File: src/rtl/imm_pkg.sv
// Shared immediate-format definitions for the RV32I immediate encoder and the
// decode-stage tests: format enum, per-format bit masks, pack and re-extend helpers.
package imm_pkg;

  typedef enum logic [2:0] {
    IMM_I = 3'b000,
    IMM_S = 3'b001,
    IMM_B = 3'b010,
    IMM_U = 3'b011,
    IMM_J = 3'b100
  } imm_src_e;

  // Instruction bits owned by the immediate for each format; zero for illegal codes
  // so that an illegal format leaves the base word untouched.
  function automatic logic [31:0] imm_mask(input logic [2:0] src);
    logic [31:0] m;
    case (src)
      IMM_I:   m = 32'hFFF0_0000;
      IMM_S:   m = 32'hFE00_0F80;
      IMM_B:   m = 32'hFE00_0F80;
      IMM_U:   m = 32'hFFFF_F000;
      IMM_J:   m = 32'hFFFF_F000;
      default: m = 32'h0000_0000;
    endcase
    return m;
  endfunction

  // Scatter the immediate into its instruction bit positions (upper bits truncated).
  function automatic logic [31:0] imm_pack(input logic [2:0] src, input logic [31:0] imm);
    logic [31:0] w;
    w = '0;
    case (src)
      IMM_I: w[31:20] = imm[11:0];
      IMM_S: begin
        w[31:25] = imm[11:5];
        w[11:7]  = imm[4:0];
      end
      IMM_B: begin
        w[31]    = imm[12];
        w[30:25] = imm[10:5];
        w[11:8]  = imm[4:1];
        w[7]     = imm[11];
      end
      IMM_U: w[31:12] = imm[31:12];
      IMM_J: begin
        w[31]    = imm[20];
        w[30:21] = imm[10:1];
        w[20]    = imm[11];
        w[19:12] = imm[19:12];
      end
      default: w = '0;
    endcase
    return w;
  endfunction

  // Decode-side view: rebuild the sign-extended immediate from an instruction word.
  function automatic logic [31:0] imm_extend(input logic [2:0] src, input logic [31:0] instr);
    logic [31:0] e;
    case (src)
      IMM_I:   e = {{20{instr[31]}}, instr[31:20]};
      IMM_S:   e = {{20{instr[31]}}, instr[31:25], instr[11:7]};
      IMM_B:   e = {{19{instr[31]}}, instr[31], instr[7], instr[30:25], instr[11:8], 1'b0};
      IMM_U:   e = {instr[31:12], 12'h000};
      IMM_J:   e = {{11{instr[31]}}, instr[31], instr[19:12], instr[20], instr[30:21], 1'b0};
      default: e = '0;
    endcase
    return e;
  endfunction

endpackage

File: src/rtl/imm_range_check.sv
// Combinational representability check: flags immediates that do not fit the
// selected format, odd branch/jump offsets, and illegal format codes.
module imm_range_check
  import imm_pkg::*;
(
  input  logic [2:0]  imm_src_i,
  input  logic [31:0] imm_i,
  output logic        imm_err_o
);

  logic sext12_ok;
  logic sext13_ok;
  logic sext21_ok;

  // A field fits when every bit above its sign bit equals the sign bit.
  assign sext12_ok = (&imm_i[31:11]) || !(|imm_i[31:11]);
  assign sext13_ok = (&imm_i[31:12]) || !(|imm_i[31:12]);
  assign sext21_ok = (&imm_i[31:20]) || !(|imm_i[31:20]);

  // Select the rule for the requested format; unknown formats are always errors.
  always_comb begin
    imm_err_o = 1'b1;
    case (imm_src_i)
      IMM_I:   imm_err_o = !sext12_ok;
      IMM_S:   imm_err_o = !sext12_ok;
      IMM_B:   imm_err_o = !sext13_ok || imm_i[0];
      IMM_U:   imm_err_o = |imm_i[11:0];
      IMM_J:   imm_err_o = !sext21_ok || imm_i[0];
      default: imm_err_o = 1'b1;
    endcase
  end

endmodule

File: src/rtl/imm_field_encoder.sv
// Two-stage valid/ready immediate encoder: S1 packs the immediate into the base
// word and flags range errors, S2 is the output register. Counts output
// handshakes (wrapping) and erroneous ones (saturating).
// Optional build macro IMM_ROUNDTRIP_CHK_EN adds a RtMismatch output that
// re-extends the emitted word and compares it with the original immediate.
module imm_field_encoder
  import imm_pkg::*;
#(
  parameter int CNT_W = 16
) (
  input  logic             clk,
  input  logic             reset,
  input  logic             InValid,
  output logic             InReady,
  input  logic [2:0]       ImmSrc,
  input  logic [31:0]      Imm,
  input  logic [31:0]      BaseInstr,
  output logic             OutValid,
  input  logic             OutReady,
  output logic [31:0]      InstrOut,
  output logic             ImmErr,
  output logic [CNT_W-1:0] EncCount,
  output logic [CNT_W-1:0] ErrCount
`ifdef IMM_ROUNDTRIP_CHK_EN
  ,
  output logic             RtMismatch
`endif
);

  logic             s1_valid_q, s1_valid_d;
  logic [31:0]      s1_instr_q;
  logic             s1_err_q;
  logic             s2_valid_q, s2_valid_d;
  logic [31:0]      s2_instr_q;
  logic             s2_err_q;
  logic [CNT_W-1:0] enc_cnt_q, enc_cnt_d;
  logic [CNT_W-1:0] err_cnt_q, err_cnt_d;

  logic        in_fire;
  logic        out_fire;
  logic        s2_load;
  logic        s1_err_d;
  logic [31:0] s1_instr_d;

  assign InReady  = !s1_valid_q || !s2_valid_q || OutReady;
  assign in_fire  = InValid && InReady;
  assign out_fire = s2_valid_q && OutReady;
  // S1 moves forward whenever S2 is empty or is draining this cycle.
  assign s2_load  = s1_valid_q && (!s2_valid_q || OutReady);

  imm_range_check u_range_check (
    .imm_src_i (ImmSrc),
    .imm_i     (Imm),
    .imm_err_o (s1_err_d)
  );

  // Illegal formats have an all-zero mask and pack, so the base passes through.
  assign s1_instr_d = (BaseInstr & ~imm_mask(ImmSrc)) | imm_pack(ImmSrc, Imm);

  // Stage occupancy and statistics counters next-state.
  always_comb begin
    s1_valid_d = s1_valid_q;
    s2_valid_d = s2_valid_q;
    enc_cnt_d  = enc_cnt_q;
    err_cnt_d  = err_cnt_q;
    if (in_fire)       s1_valid_d = 1'b1;
    else if (s2_load)  s1_valid_d = 1'b0;
    if (s2_load)       s2_valid_d = 1'b1;
    else if (out_fire) s2_valid_d = 1'b0;
    if (out_fire) begin
      enc_cnt_d = enc_cnt_q + CNT_W'(1);
      if (s2_err_q && (err_cnt_q != {CNT_W{1'b1}})) err_cnt_d = err_cnt_q + CNT_W'(1);
    end
  end

  // Pipeline and counter registers; reset drops any in-flight words.
  always_ff @(posedge clk) begin
    if (reset) begin
      s1_valid_q <= 1'b0;
      s1_instr_q <= '0;
      s1_err_q   <= 1'b0;
      s2_valid_q <= 1'b0;
      s2_instr_q <= '0;
      s2_err_q   <= 1'b0;
      enc_cnt_q  <= '0;
      err_cnt_q  <= '0;
    end else begin
      s1_valid_q <= s1_valid_d;
      s2_valid_q <= s2_valid_d;
      enc_cnt_q  <= enc_cnt_d;
      err_cnt_q  <= err_cnt_d;
      if (in_fire) begin
        s1_instr_q <= s1_instr_d;
        s1_err_q   <= s1_err_d;
      end
      if (s2_load) begin
        s2_instr_q <= s1_instr_q;
        s2_err_q   <= s1_err_q;
      end
    end
  end

  assign OutValid = s2_valid_q;
  assign InstrOut = s2_instr_q;
  assign ImmErr   = s2_err_q;
  assign EncCount = enc_cnt_q;
  assign ErrCount = err_cnt_q;

`ifdef IMM_ROUNDTRIP_CHK_EN
  logic [2:0]  s1_src_q, s2_src_q;
  logic [31:0] s1_imm_q, s2_imm_q;

  // Carry the original format and immediate alongside the word for the compare.
  always_ff @(posedge clk) begin
    if (reset) begin
      s1_src_q <= '0;
      s1_imm_q <= '0;
      s2_src_q <= '0;
      s2_imm_q <= '0;
    end else begin
      if (in_fire) begin
        s1_src_q <= ImmSrc;
        s1_imm_q <= Imm;
      end
      if (s2_load) begin
        s2_src_q <= s1_src_q;
        s2_imm_q <= s1_imm_q;
      end
    end
  end

  // Only meaningful for words that encoded cleanly.
  assign RtMismatch = s2_valid_q && !s2_err_q && (imm_extend(s2_src_q, s2_instr_q) != s2_imm_q);
`endif

endmodule

File: config.mk
export PLATFORM = sky130hd
export DESIGN_NAME = imm_field_encoder
export DESIGN_NICKNAME = d
export VERILOG_FILES = /design/src/rtl/imm_pkg.sv /design/src/rtl/imm_range_check.sv /design/src/rtl/imm_field_encoder.sv
export SDC_FILE = /design/constraint.sdc
export NUM_CORES = 1
export LEC_CHECK = 0
export ABC_CLOCK_PERIOD_IN_PS = 3500
export CELL_PAD_IN_SITES_DETAIL_PLACEMENT = 1
export CELL_PAD_IN_SITES_GLOBAL_PLACEMENT = 2
export CORE_MARGIN = 4
export CORE_UTILIZATION = 28
export CTS_BUF_LIST = sky130_fd_sc_hd__clkbuf_16
export DETAILED_ROUTE_END_ITERATION = 10
export PLACE_DENSITY = 0.83
export SLEW_MARGIN = 15
export SYNTH_ARGS = -nofsm -noshare
export SYNTH_HDL_FRONTEND = slang
export SYNTH_SLANG_ARGS = --single-unit
File: constraint.sdc
create_clock -name clk -period 3.5 [get_ports clk]
set_input_delay 0.525 -clock clk [delete_from_list [all_inputs] [get_ports clk]]
set_output_delay 0.525 -clock clk [all_outputs]
set_load 0.03 [all_outputs]
# [After elaboration in Yosys (flattened, before gate mapping)]
# Cells that the tools add are included.
[op_classes] n_addsub=2 eq_ne=5 mux=10 bitwise=3 reduce_logical=34
[op_table] cell="$pmux W32 S3" n=1
[op_table] cell="$add A16 B1 Y16 const B" n=2
[op_table] cell="$and A32 B32 Y32" n=1
[op_table] cell="$not A32 Y32" n=1
[op_table] cell="$or A32 B32 Y32" n=1
[op_table] cell="$pmux W7 S4" n=1
[op_table] cell="$reduce_or A12 Y1" n=2
[op_table] cell="$reduce_and A21 Y1" n=1
[op_table] cell="$reduce_or A21 Y1" n=1
[op_table] cell="$reduce_and A20 Y1" n=1
[op_table] cell="$reduce_or A20 Y1" n=1
[op_table] cell="$ne A16 B16 Y1 const B" n=1
[op_table] cell="$pmux W5 S3" n=1
[op_table] cell="$reduce_and A12 Y1" n=1
[op_table] cell="$pmux W5 S2" n=1
[op_table] cell="$logic_not A1 Y1" n=8
[op_table] cell="$logic_or A1 B1 Y1" n=8
[op_table] cell="$mux W8" n=1
[op_table] cell="$eq A3 B2 Y1 const B" n=2
[op_table] cell="$reduce_or A2 Y1" n=3
[op_table] cell="$logic_and A1 B1 Y1" n=4
[op_table] cell="$mux W1" n=4
[op_table] cell="$pmux W1 S4" n=1
[op_table] cell="$reduce_bool A2 Y1" n=2
[op_table] cell="other kinds (4)" n=4
[totals] regBits=100 in_bits=71

# [Logic depth before layout (Yosys ltp)]
[depth] ltp_word=6 mapped_depth=7 depth_no_buf=6

# [Cells and area by module]
# Synthesis repeated with hierarchy kept, for this count alone.
[unflattened] hier_cells=563 area_unflattened_um2=4638.2
[by_module_without_submodules] module="imm_field_encoder" instances=1 cells_per_inst=534 area_each_um2=4415.5 seq_area_each_um2=2001.9
[by_module_without_submodules] module="imm_range_check" instances=1 cells_per_inst=29 area_each_um2=222.7 seq_area_each_um2=0.0

# [Worst setup path after synthesis]
# Ideal clock, no wire load.
[synth_timing] path_kind="flip-flop to flip-flop" startpoint="reg err_cnt_q[4], in the netlist ErrCount[4]" endpoint="reg err_cnt_q[10], in the netlist ErrCount[10]" setup_ps=65 arrival_time_ps=1853 required_time_ps=3435 setup_slack_ps=1583 stages_incl_launch_ff=7 n_path_buf=1 synth_period_minus_slack_ps=1917 cell_sequence="dfxtp_1 -> nand4_2 -> or2_0 -> clkbuf_2 -> or4_1 -> xor2_1 -> nor2_1"
[synth_between] elab_chain_cells=3
[synth_lines] item="from (decl)" line="imm_field_encoder.sv:37" text="logic [CNT_W-1:0] err_cnt_q, err_cnt_d;"
[synth_lines] item="from (signal assigned)" line="imm_field_encoder.sv:91" text="err_cnt_q <= err_cnt_d;"
[synth_lines] item="branches (longest 3 deep; another with $add A16 B1 Y16)"
# Several ways; the timed one is not identified.
# A chain may end at the register's enable or synchronous reset.

# [Final worst setup path]
[layout_timing] startpoint="in OutReady" endpoint="out InReady"
[layout_between] elab_chain_cells=1
[layout_lines] item="from (decl)" line="imm_field_encoder.sv:19" text="input logic OutReady,"
[layout_lines] item="$logic_or A1 B1 Y1" line="imm_field_encoder.sv:45" text="assign InReady = !s1_valid_q || !s2_valid_q || OutReady;"
[layout_lines] item="to (decl)" line="imm_field_encoder.sv:14" text="output logic InReady,"
# No other way between the ends.

==> impl_metrics.ini <==
[outcome]
status = finished clean

[critical_path]
required_ns = 2.97
arrival_ns = 1.98
end_kind = primary output
cp_max_fo = 4
reg2reg_slack_ns = 1.43
worstSetupPathType = primary input to primary output
reg2reg_from = ErrCount[1]$_SDFFE_PP0P_
start_kind = primary input
worst-r2r-cell-count = 7
timing.rr.end = ErrCount[10]$_SDFFE_PP0P_

[die]
die_h_um = 135
initial_utilization = 0.286
dieArea_mm2 = 0.0183
core_area_mm2 = 0.0159
die_w_um = 135
row_count = 46
io_pins = 138

[power_and_ir_drop]
total_power_mw = 2.50
powerDensity_mw_per_mm2 = 393
peakVddDrop_mv = 0.227
p_leak_nw = 2.11

[timing]
post-route-period-util = 0.717
worst_slew_pin_slew_ns = 0.713
maxSlewViolCount = 0
setup_viol = 0
skew_ns = 0.0135
fin_setup_tns_ns = 0
max_freq_mhz = 399
rsz0062_at_grt = false
relSlewSlack = 0.521
final-hold-violation-count = 0
fin_crit_ns = 2.51

[placement]
portBuffers = 137
placed_cell_area_mm2 = 0.00609
hpwl_mm = 10.9
gp_congestion = 0.819

[route]
drt-pass1-iter-count = 4
wl_mm = 14.3
routedWlPerCell_um = 15.9
drt-vias-per-instance = 4.96
post-route-drc-count = 0
drt_iter0_drc = 161
vias = 4447
drtAntennaViolNets = 0

[synthesis]
synth_top_area_frac = 0.441
yosys.area.top_type = dfxtp_1
synth_commonest_cells = dfxtp_1 (100), nand2_1 (99), nor2_1 (62)
async_flop_share = 0
yosysWarnings = 0
synth_xor_area_frac = 0.0541
synth.cell_area_mm2 = 0.00454
synth_ff_type = dfxtp_1
synthDistinctLibCells = 45
yosys.area_share.adder = 0.00552
synth_top_family_by_area = simple AND/OR/NAND/NOR gates
synth_edf_count = 0
synth_compound_area_frac = 0.171
synth_mux_area_frac = 0.0485
ys_seq_area_frac = 0.441
synth_area_per_cell_um2 = 8.15
synthSimpleGateAreaFrac = 0.237
syn_inst = 557
yosys-top-cells-area = dfxtp_1 (44%), nand2_1 (8.2%), a21oi_1 (6.3%), nor2_1 (5.1%), mux2i_1 (4.9%)
synth_most_common_cell = dfxtp_1
syn-num-nets = 630
synth-seq-cells = 100

[clocking]
htree_num_levels = 3
tritoncts = built
postCtsHoldBufs = 0
cts_made_buffers = 9
cts_root_buf = clkbuf_16
postCtsSetupBuffers = 0
cts_buffer_depth = 2
ctsResizeCount = 0
clk_pin_slew_ns = 0.08
clk-insertion-delay-late_ns = 0.35
cts_sinks = 100

[cells_and_area]
drive_gt1_frac = 0.0485
antenna_cells = 0
multiInputGateArea_mm2 = 0.00235
nets = 748
syn2layout_area_growth_pct = 40.4
postLayoutCellArea_mm2 = 0.00637
regArea_mm2 = 0.00200
fill_cells = 1897
fin_util = 0.401

[job]
cap_violations = 0

[worst_hold_path]
min-delay-start = s1_instr_q[6]$_SDFFE_PP0P_
hold_class = flip-flop to flip-flop
holdPathStages = 2
holdPathEnd = InstrOut[6]$_SDFFE_PP0P_

[global_route]
grt_max_degree = 67
grt-ovfl-total = 0
grt_pass1_wl_mm = 22.7
grt_use_total = 0.151
antenna_found_initial = 0
grt_pass1_vias = 4650
## flip-flops by register name, indices dropped and copies added (netlist names)
name	cells
EncCount	16
InstrOut	32
ErrCount	16
s1_instr_q	32
ImmErr	1
s1_err_q	1
s1_valid_q	1
OutValid	1
## worst max-delay path by stage
stage / slack (ns) / startpoint / cells past startpoint / endpoint
floorplan: 1.58 / ErrCount[4]$_SDFFE_PP0P_ / 6 / ErrCount[10]$_SDFFE_PP0P_
global placement: 1.04 / OutReady / 6 / s1_instr_q[8]$_SDFFE_PP0P_
detailed placement: 0.93 / OutReady / 6 / s1_instr_q[8]$_SDFFE_PP0P_
CTS: 1.0 / OutReady / 3 / InReady
global route: 0.94 / OutReady / 3 / InReady
finish: 0.99 / OutReady / 3 / InReady
## metal layers
layer | global-route usage | share of wire | vias to the layer above
met4 | 0.0448 | 0.013 | 0
met2 | 0.265 | 0.47 | 124
met1 | 0.186 | 0.46 | 2106
met3 | 0.0338 | 0.058 | 19
li1 | - | - | 2198
met5 | 0 | 0 | -
## layout make-up
cell class                      instances  share of cell area
Sequential cell                       100               0.314
Tap cell                              216              0.0424
Clock inverter                          7             0.00904
Multi-Input combinational cell        412               0.369
Clock buffer                            9              0.0354
Timing Repair Buffer                  147               0.227
Inverter                                5             0.00295
## per-stage QoR
step,std cells,worst slack (ns),hold WS [ns]
after floorplan,557,1.58,0.432
after global placement,880,1.04,0.441
after detailed placement,880,0.930,0.449
after CTS,896,0.997,0.449
after global routing,896,0.941,0.463
final,896,0.991,0.442
## placed cells by master, fill, tap and decap left out, types with 7 or more instances in the layout
cell type / count
a21oi_1: 56
nand2_1: 99
mux2i_1: 22
clkdlybuf4s50_1: 136
buf_4: 11
xnor2_1: 21
nor4_1: 13
nand4_1: 14
a211oi_1: 29
a22oi_1: 8
clkbuf_16: 9
o21ai_0: 8
nor2_1: 62
dfxtp_1: 100
nor3_1: 7
a311oi_1: 7
xor2_1: 7
nand3_1: 16
## worst max-delay path: stages
cell	delay [ns]
clkdlybuf4s50_1	0.55
nand3b_1	0.20
clkdlybuf4s50_1	0.70
## power breakdown
part           internal [mW]  switching, mW  total (mW)
Sequential              1.18         0.0262        1.21
Clock                  0.491          0.463       0.954
Combinational          0.160          0.182       0.341
## cell families (layout without fill, tap and decap cells)
group / after synthesis / after routing
flops: 100 / 100
mux: 22 / 22
simple gates: 238 / 238
xor+xnor: 28 / 28
buf+inv: 45 / 168
compound gates: 122 / 122
fa+ha+maj: 2 / 2
No activity file was read; power rests on OpenSTA's default activity.
